### src/rtl/memwrite_pkg.sv
// rtl/memwrite_pkg.sv - shared types and defaults for the memwrite_check fill/hold/dump writer
package memwrite_pkg;

  typedef enum logic [1:0] {S_FILL, S_HOLD, S_DUMP} mw_state_t;

  localparam int DEFAULT_DATA_W = 8;
  localparam int DEFAULT_DEPTH  = 16;
  localparam DUMP_FILE = "memwrite_check.hex";

endpackage

### src/rtl/memwrite_ram.sv
// rtl/memwrite_ram.sv - DEPTH x DATA_W register array, one sync write port, one async read port
module memwrite_ram #(
  parameter int DATA_W = 8,
  parameter int DEPTH  = 16,
  parameter int ADDR_W = $clog2(DEPTH)
) (
  input  logic              clk,
  input  logic              we,
  input  logic [ADDR_W-1:0] waddr,
  input  logic [DATA_W-1:0] wdata,
  input  logic [ADDR_W-1:0] raddr,
  output logic [DATA_W-1:0] rdata
);

  logic [DATA_W-1:0] mem [DEPTH];

  // No reset: contents survive rst and are only ever overwritten by new fills.
  always_ff @(posedge clk) begin
    if (we) mem[waddr] <= wdata;
  end

  assign rdata = mem[raddr];

endmodule

### src/rtl/memwrite_check.sv
// rtl/memwrite_check.sv - stores a valid/ready word stream, then scans it out as addr/data on request
module memwrite_check
  import memwrite_pkg::*;
#(
  parameter int DATA_W = DEFAULT_DATA_W,
  parameter int DEPTH  = DEFAULT_DEPTH
) (
  input  logic                     clk,
  input  logic                     rst,
  input  logic                     in_valid,
  output logic                     in_ready,
  input  logic [DATA_W-1:0]        in_data,
  input  logic                     in_last,
  input  logic                     dump_req,
  output logic                     out_valid,
  input  logic                     out_ready,
  output logic [$clog2(DEPTH)-1:0] out_addr,
  output logic [DATA_W-1:0]        out_data,
  output logic                     out_last,
  output logic [$clog2(DEPTH):0]   wr_count,
  output logic                     busy
);

  localparam int ADDR_W = $clog2(DEPTH);
  localparam logic [ADDR_W:0] LAST_SLOT = (ADDR_W+1)'(DEPTH - 1);

  mw_state_t         state_q, state_d;
  logic [ADDR_W-1:0] wr_ptr_q, rd_ptr_q;
  logic [ADDR_W:0]   wr_count_q;
  logic [ADDR_W:0]   last_idx;
  logic              in_fire, out_fire;

  assign in_ready  = (state_q == S_FILL);
  assign out_valid = (state_q == S_DUMP);
  assign busy      = (state_q == S_DUMP);
  assign in_fire   = in_valid & in_ready;
  assign out_fire  = out_valid & out_ready;
  assign last_idx  = wr_count_q - (ADDR_W+1)'(1);
  assign out_last  = out_valid && ({1'b0, rd_ptr_q} == last_idx);
  assign out_addr  = rd_ptr_q;
  assign wr_count  = wr_count_q;

  memwrite_ram #(
    .DATA_W(DATA_W),
    .DEPTH (DEPTH),
    .ADDR_W(ADDR_W)
  ) u_ram (
    .clk  (clk),
    .we   (in_fire),
    .waddr(wr_ptr_q),
    .wdata(in_data),
    .raddr(rd_ptr_q),
    .rdata(out_data)
  );

  // A dump request wins over closing the burst; a write in the same cycle still lands.
  always_comb begin
    state_d = state_q;
    case (state_q)
      S_FILL: begin
        if (dump_req && (wr_count_q != '0))
          state_d = S_DUMP;
        else if (in_fire && (in_last || (wr_count_q == LAST_SLOT)))
          state_d = S_HOLD;
      end
      S_HOLD: begin
        if (dump_req) state_d = S_DUMP;
      end
      S_DUMP: begin
        if (out_fire && out_last) state_d = S_FILL;
      end
      default: state_d = S_FILL;
    endcase
  end

  always_ff @(posedge clk) begin
    if (rst) begin
      state_q    <= S_FILL;
      wr_ptr_q   <= '0;
      rd_ptr_q   <= '0;
      wr_count_q <= '0;
    end else begin
      state_q <= state_d;
      if (in_fire) begin
        wr_ptr_q   <= wr_ptr_q + 1'b1;
        wr_count_q <= wr_count_q + 1'b1;
      end
      if (out_fire) begin
        if (out_last) begin
          wr_ptr_q   <= '0;
          wr_count_q <= '0;
          rd_ptr_q   <= '0;
        end else begin
          rd_ptr_q <= rd_ptr_q + 1'b1;
        end
      end
    end
  end

endmodule

### config.mk
export PLATFORM = sky130hd
export DESIGN_NAME = memwrite_check
export DESIGN_NICKNAME = d
export VERILOG_FILES = /design/src/rtl/memwrite_pkg.sv /design/src/rtl/memwrite_ram.sv /design/src/rtl/memwrite_check.sv
export SDC_FILE = /design/constraint.sdc
export NUM_CORES = 1
export LEC_CHECK = 0
export ABC_CLOCK_PERIOD_IN_PS = 2100
export CAP_MARGIN = 5
export CORE_MARGIN = 4
export CORE_UTILIZATION = 42
export DETAILED_ROUTE_END_ITERATION = 16
export GPL_TIMING_DRIVEN = 0
export PLACE_DENSITY_LB_ADDON = 0.3
export REMOVE_ABC_BUFFERS = 1
export SYNTH_ARGS = -nofsm -noshare
export SYNTH_HDL_FRONTEND = slang
export SYNTH_HIERARCHICAL = 1
export SYNTH_SLANG_ARGS = --single-unit
### constraint.sdc
create_clock -name clk -period 2.1 [get_ports clk]
set_input_delay 0.315 -clock clk [delete_from_list [all_inputs] [get_ports clk]]
set_output_delay 0.315 -clock clk [all_outputs]
set_load 0.02 [all_outputs]
; Word-level counts from Yosys, hierarchy flattened
; Memory sizes are Yosys's and may differ from the RTL's. A register that Yosys moved wholly into a read port is not among the register bits.
; Cells that the tools add are included.
[totals]
memories = 1
romBits = 0
wordCells = 42
register_bits = 15
latchBits = 0
input_bits = 14
mem_bits_rw = 128
[classes]
n_mux = 16
n_bitwise = 2
add_sub_neg = 4
n_shift = 0
div_mod_pow = 0
order_cmp = 0
eq_ne = 7
multipliers = 0
reduce_logical = 8
[memory_table]
columns = name, depth, word_bits, read_ports, rd_clocked_by_memory_dff, write_ports, line_no
row1 = u_ram.mem, 16, 8, 1, 1, 1, memwrite_ram.sv:15  ; logic [DATA_W-1:0] mem [DEPTH];
[ops]
columns = cell, count
row1 = 4-bit two-way mux, 6
row2 = 5-bit two-way mux, 3
row3 = 4-bit by 1-bit adder with 4-bit output (second input constant), 2
row4 = 2-bit two-way mux, 4
row5 = 2-bit one-hot mux with 3 select lines, 1
row6 = 5-bit by 1-bit adder with 5-bit output (second input constant), 1
row7 = 4-bit by 5-bit equality test with 1-bit output, 1
row8 = 5-bit by 4-bit equality test with 1-bit output (second input constant), 1
row9 = 5-bit nonzero test, 1
row10 = 5-bit by 1-bit subtractor with 5-bit output (second input constant), 1
row11 = 1-bit logical AND, 4
row12 = 3-bit by 1-bit != test with 1-bit output (second input constant), 1
row13 = 3-bit AND reduction, 1
row14 = 1-bit AND, 2
row15 = 2-bit by 1-bit equality test with 1-bit output (second input constant), 1
row16 = 2-bit equality test (second input constant), 1
row17 = 2-bit logical NOT, 1
row18 = 1-bit two-way mux, 2
row19 = 2-bit by 1-bit != test with 1-bit output (second input constant), 1
row20 = 2-bit != test (second input constant), 1
row21 = 1-bit logical OR, 1

; Depth between registers and ports, before layout
[depth]
depth_word = 6
ltp_mapped = 8
mapped_depth_nobuf = 7

; Cells and area by module
; Netlist, hierarchy kept.
[by_module_without_submodules]
columns = module, instances, cells_each, seq_area_each_um2, area_per_inst_um2
row1 = memwrite_ram, 1, 221, 3843.7, 4987.3
row2 = memwrite_check, 1, 90, 300.3, 872.1

; Least setup slack after synthesis
; No wires, ideal clock.
[synth_path]
kind = register to register
start = register state_q[1]
end = memory u_ram.mem[0][0] (enable)
t_required_ns = 1.717
path_stages_with_launch = 6
period_less_slack_ns = 2.603
t_arrival_ns = 2.219
path_slack_ns = -0.503
path_cell_list = dfxtp_1 > nor2_1 > and2_1 > buf_2 > or3b_2 > nor3_1
[synth_between]
elab_chain_len = 4
[synth_rtl]
columns = element, line_no
row1 = "start, declared", memwrite_check.sv:27  ; mw_state_t state_q, state_d;
row2 = "start signal, assigned", memwrite_check.sv:83  ; state_q <= state_d;
row3 = 2-bit logical NOT, memwrite_check.sv:33  ; assign in_ready = (state_q == S_FILL);
row4 = net in_ready, memwrite_check.sv:11  ; output logic in_ready,
row5 = 1-bit AND, memwrite_check.sv:36  ; assign in_fire = in_valid & in_ready;
row6 = net in_fire, memwrite_check.sv:31  ; logic in_fire, out_fire;
row7 = 1-bit two-way mux, memwrite_ram.sv:19  ; if (we) mem[waddr] <= wdata;
row8 = 1-bit two-way mux (not written as such), memwrite_ram.sv:19
row9 = "end, declared", memwrite_ram.sv:15
; The timed path passes the listed nets, and every way through them passes these cells.

==> out/qor.yml <==
status:
  failed_checks: "setup timing"
  status: "finished, violations left"
routing:
  wl_met2_mm: 6.41
  vias: 3115
  wl_met1_mm: 5.24
  viasPerCell: 5.50
  detail-route-antenna-nets: 0
  drt-total-wl_mm: 13.0
  routedWlPerCell_microns: 22.9
  topRoutingLayerUsed: "met4"
  drt-initial-drc-count: 397
  drtPass1Iterations: 4
  dr_wl_met3_mm: 1.17
  drc_errors: 0
timing:
  tightest_slew_ns: 0.666
  finalSetupViolCount: 9
  drv_slew: 0
  rsz0062_at_grt: "true"
  fin_ws_ns: -0.317
  final_hold_viol_count: 0
  finalCritPeriodShare: 1.15
  slew_headroom: 0.554
  skew_ns: 0.00973
  max_freq_mhz: 414
  min_period_ns: 2.42
layout:
  layout.nets: 396
  utilization: 0.556
  final_cell_mix: "edfxtp_1, mux4_2, clkdlybuf4s50_1"
  drive_gt1_frac: 0.428
  mostFrequentLayoutCell: "edfxtp_1"
  area_delta_synth_final_pct: 27.7
  diodes: 0
  finalInstanceArea_sq_um: 7480
pwr:
  net-switching-power_w: 0.00174
  powerDensity_nw_per_um2: 994
  clockPowerShare: 0.428
  p_leak_nw: 2.40
  ir_drop_mv: 0.602
  p_int_w: 0.00570
  pwr-share-seq: 0.437
  comb_power_share: 0.134
  p_sw_frac: 0.234
logic_synthesis:
  yosys_warnings: 6
  netlist_instances: 311
  syn-cell-area_sq_um: 5860
  ys_ff_latch: 143
  avgSynthCellArea_sq_um: 18.8
  synth_edf_count: 128
  async_reset_ff_frac: 0
  dominantRegCellSynth: "edfxtp_1"
  ys_seq_area_frac: 0.707
  synth_cell_types: 41
clock_network:
  clock-root-buffer: "clkbuf_16"
  numCtsBuffers: 17
  clock-sinks: 143
  h-tree-depth: 4
  cts_buffer_depth: 2
  cts_tree: "built"
  worstSkewPairLatency_ns: 0.41
  clk_pin_slew_ns: 0.06
critical_path:
  arrival_ns: 2.10
  crit_path_max_fanout: 6
  critPathKind: "flip-flop to output pin"
  critPathLaunchType: "flip-flop"
  ff2ff_setup_slack_ns: 0.14
  cp-end-kind: "output pin"
  worstPathRequired_ns: 1.78
floorplan:
  coreArea_sq_um: 13500
  die-area_sq_um: 15900
  start_util: 0.436
  die_y_microns: 126
  placementRows: 42
  die_w_microns: 126
  io_pins: 35
run:
  max_cap_violations: 0
global_routing:
  grtUsageTotal: 0.170
  grt_start_max_net_pins: 19
  grt_pass1_vias: 3162
  antenna_found_initial: 0
  grt_pass1_wl_mm: 19.6
  grt_remaining_overflow: 0
hold_path:
  hp-class: "flip-flop to flip-flop"
place:
  port_buffers: 34
  placed_area_sq_um: 6320
  gp_congestion: 0.778
  place_hpwl_mm: 7.09
final cells by class:
cell class                      count  area (sq um)
Clock inverter                     14           208
Inverter                            3          11.3
Multi-Input combinational cell    151          1750
Clock buffer                       18           429
Tap cell                          176           220
Timing Repair Buffer               61           702
Fill cell                        1018          5970
Sequential cell                   143          4160
path summary, 6_finish.rpt:
kind | from | endpoint | depth (start not counted)
hold reg to reg | state_q[1]$_SDFFE_PP0P_ | state_q[1]$_SDFFE_PP0P_ | 1
setup reg to reg | state_q[0]$_SDFFE_PP0P_ | u_ram/mem[13][6]$_DFFE_PP_ | 4
setup / recovery | out_addr[0]$_SDFFE_PP0P_ | out_data[3] | 6
hold / removal | state_q[1]$_SDFFE_PP0P_ | state_q[1]$_SDFFE_PP0P_ | 1
power groups by stage:
stage	registers [W]	logic [W]	clock network (W)
2_1_floorplan	0.00333	0.000410	0
3_3_place_gp	0.00334	0.000670	0
3_5_place_dp	0.00332	0.000713	0
4_1_cts	0.00326	0.000975	0.00324
5_1_grt	0.00326	0.00107	0.00339
6_report	0.00325	0.000997	0.00319
kinds of logic (layout without fill, tap and decap cells):
family | Yosys count | count (layout) | synth area share
buf+inv | 18 | 96 | 0.0250
xor+xnor | 14 | 14 | 0.0209
simple gates | 72 | 72 | 0.0662
flops | 143 | 143 | 0.707
compound gates | 25 | 26 | 0.0346
mux | 34 | 34 | 0.135
fa+ha+maj | 5 | 5 | 0.0107
cell usage after synthesis, types with 3 or more instances:
cell type          n  share of area
xor2_1             7          0.010
and2_1             3         0.0032
nor3_1             5         0.0043
mux4_2            18          0.069
edfxtp_1         128           0.66
buf_2              5         0.0043
a21oi_1            3         0.0026
ha_1               5          0.011
a22oi_1           16          0.021
mux4_1            14          0.063
nand4_1            4         0.0043
buf_6              4         0.0077
dfxtp_1           15          0.051
xnor2_1            7          0.010
nor2b_1            3         0.0032
nor2_2             9         0.0096
nand2_1           12         0.0077
nor2_1            21          0.013
clkdlybuf4s25_2    3         0.0051
inv_1              3         0.0019
metal layers:
layer / track usage / up-vias
met5: 0 / -
met4: 0.0505 / 0
met2: 0.260 / 119
met3: 0.0517 / 12
met1: 0.236 / 1601
li1: - / 1383
flip-flops by register name, indices dropped and copies added (netlist names):
| register | cells |
|---|---|
| out_addr | 4 |
| wr_count | 5 |
| state_q | 2 |
| u_ram/mem | 128 |
| wr_ptr_q | 4 |
metrics by stage:
step / setup TNS [ns] / hold WS [ns] / total power [W] / setup WS, ns / cells
floorplan: -28.42 / 0.388 / 0.00374 / -0.773 / 296
global placement: -130.94 / 0.482 / 0.00401 / -1.91 / 506
detailed placement: -101.74 / 0.489 / 0.00404 / -1.17 / 508
CTS: -3.14 / 0.497 / 0.00748 / -0.386 / 564
global route: -3.07 / 0.522 / 0.00771 / -0.406 / 566
finish: -2.25 / 0.515 / 0.00743 / -0.317 / 566
worst max-delay path, cell delays in order (launching register included):
cell	delay [ns]
dfxtp_4	0.42
buf_12	0.14
buf_12	0.13
mux4_2	0.50
a22oi_2	0.23
nand2_2	0.12
buf_6	0.15
timing repair:
action,CTS,global route
pin swaps,20,17
hold buffers,0,0
buffers inserted,20,5
gates resized for setup,112,26
cloned,4,0
setup endpoints to repair,152,74
(Power assumes the default switching activity.)
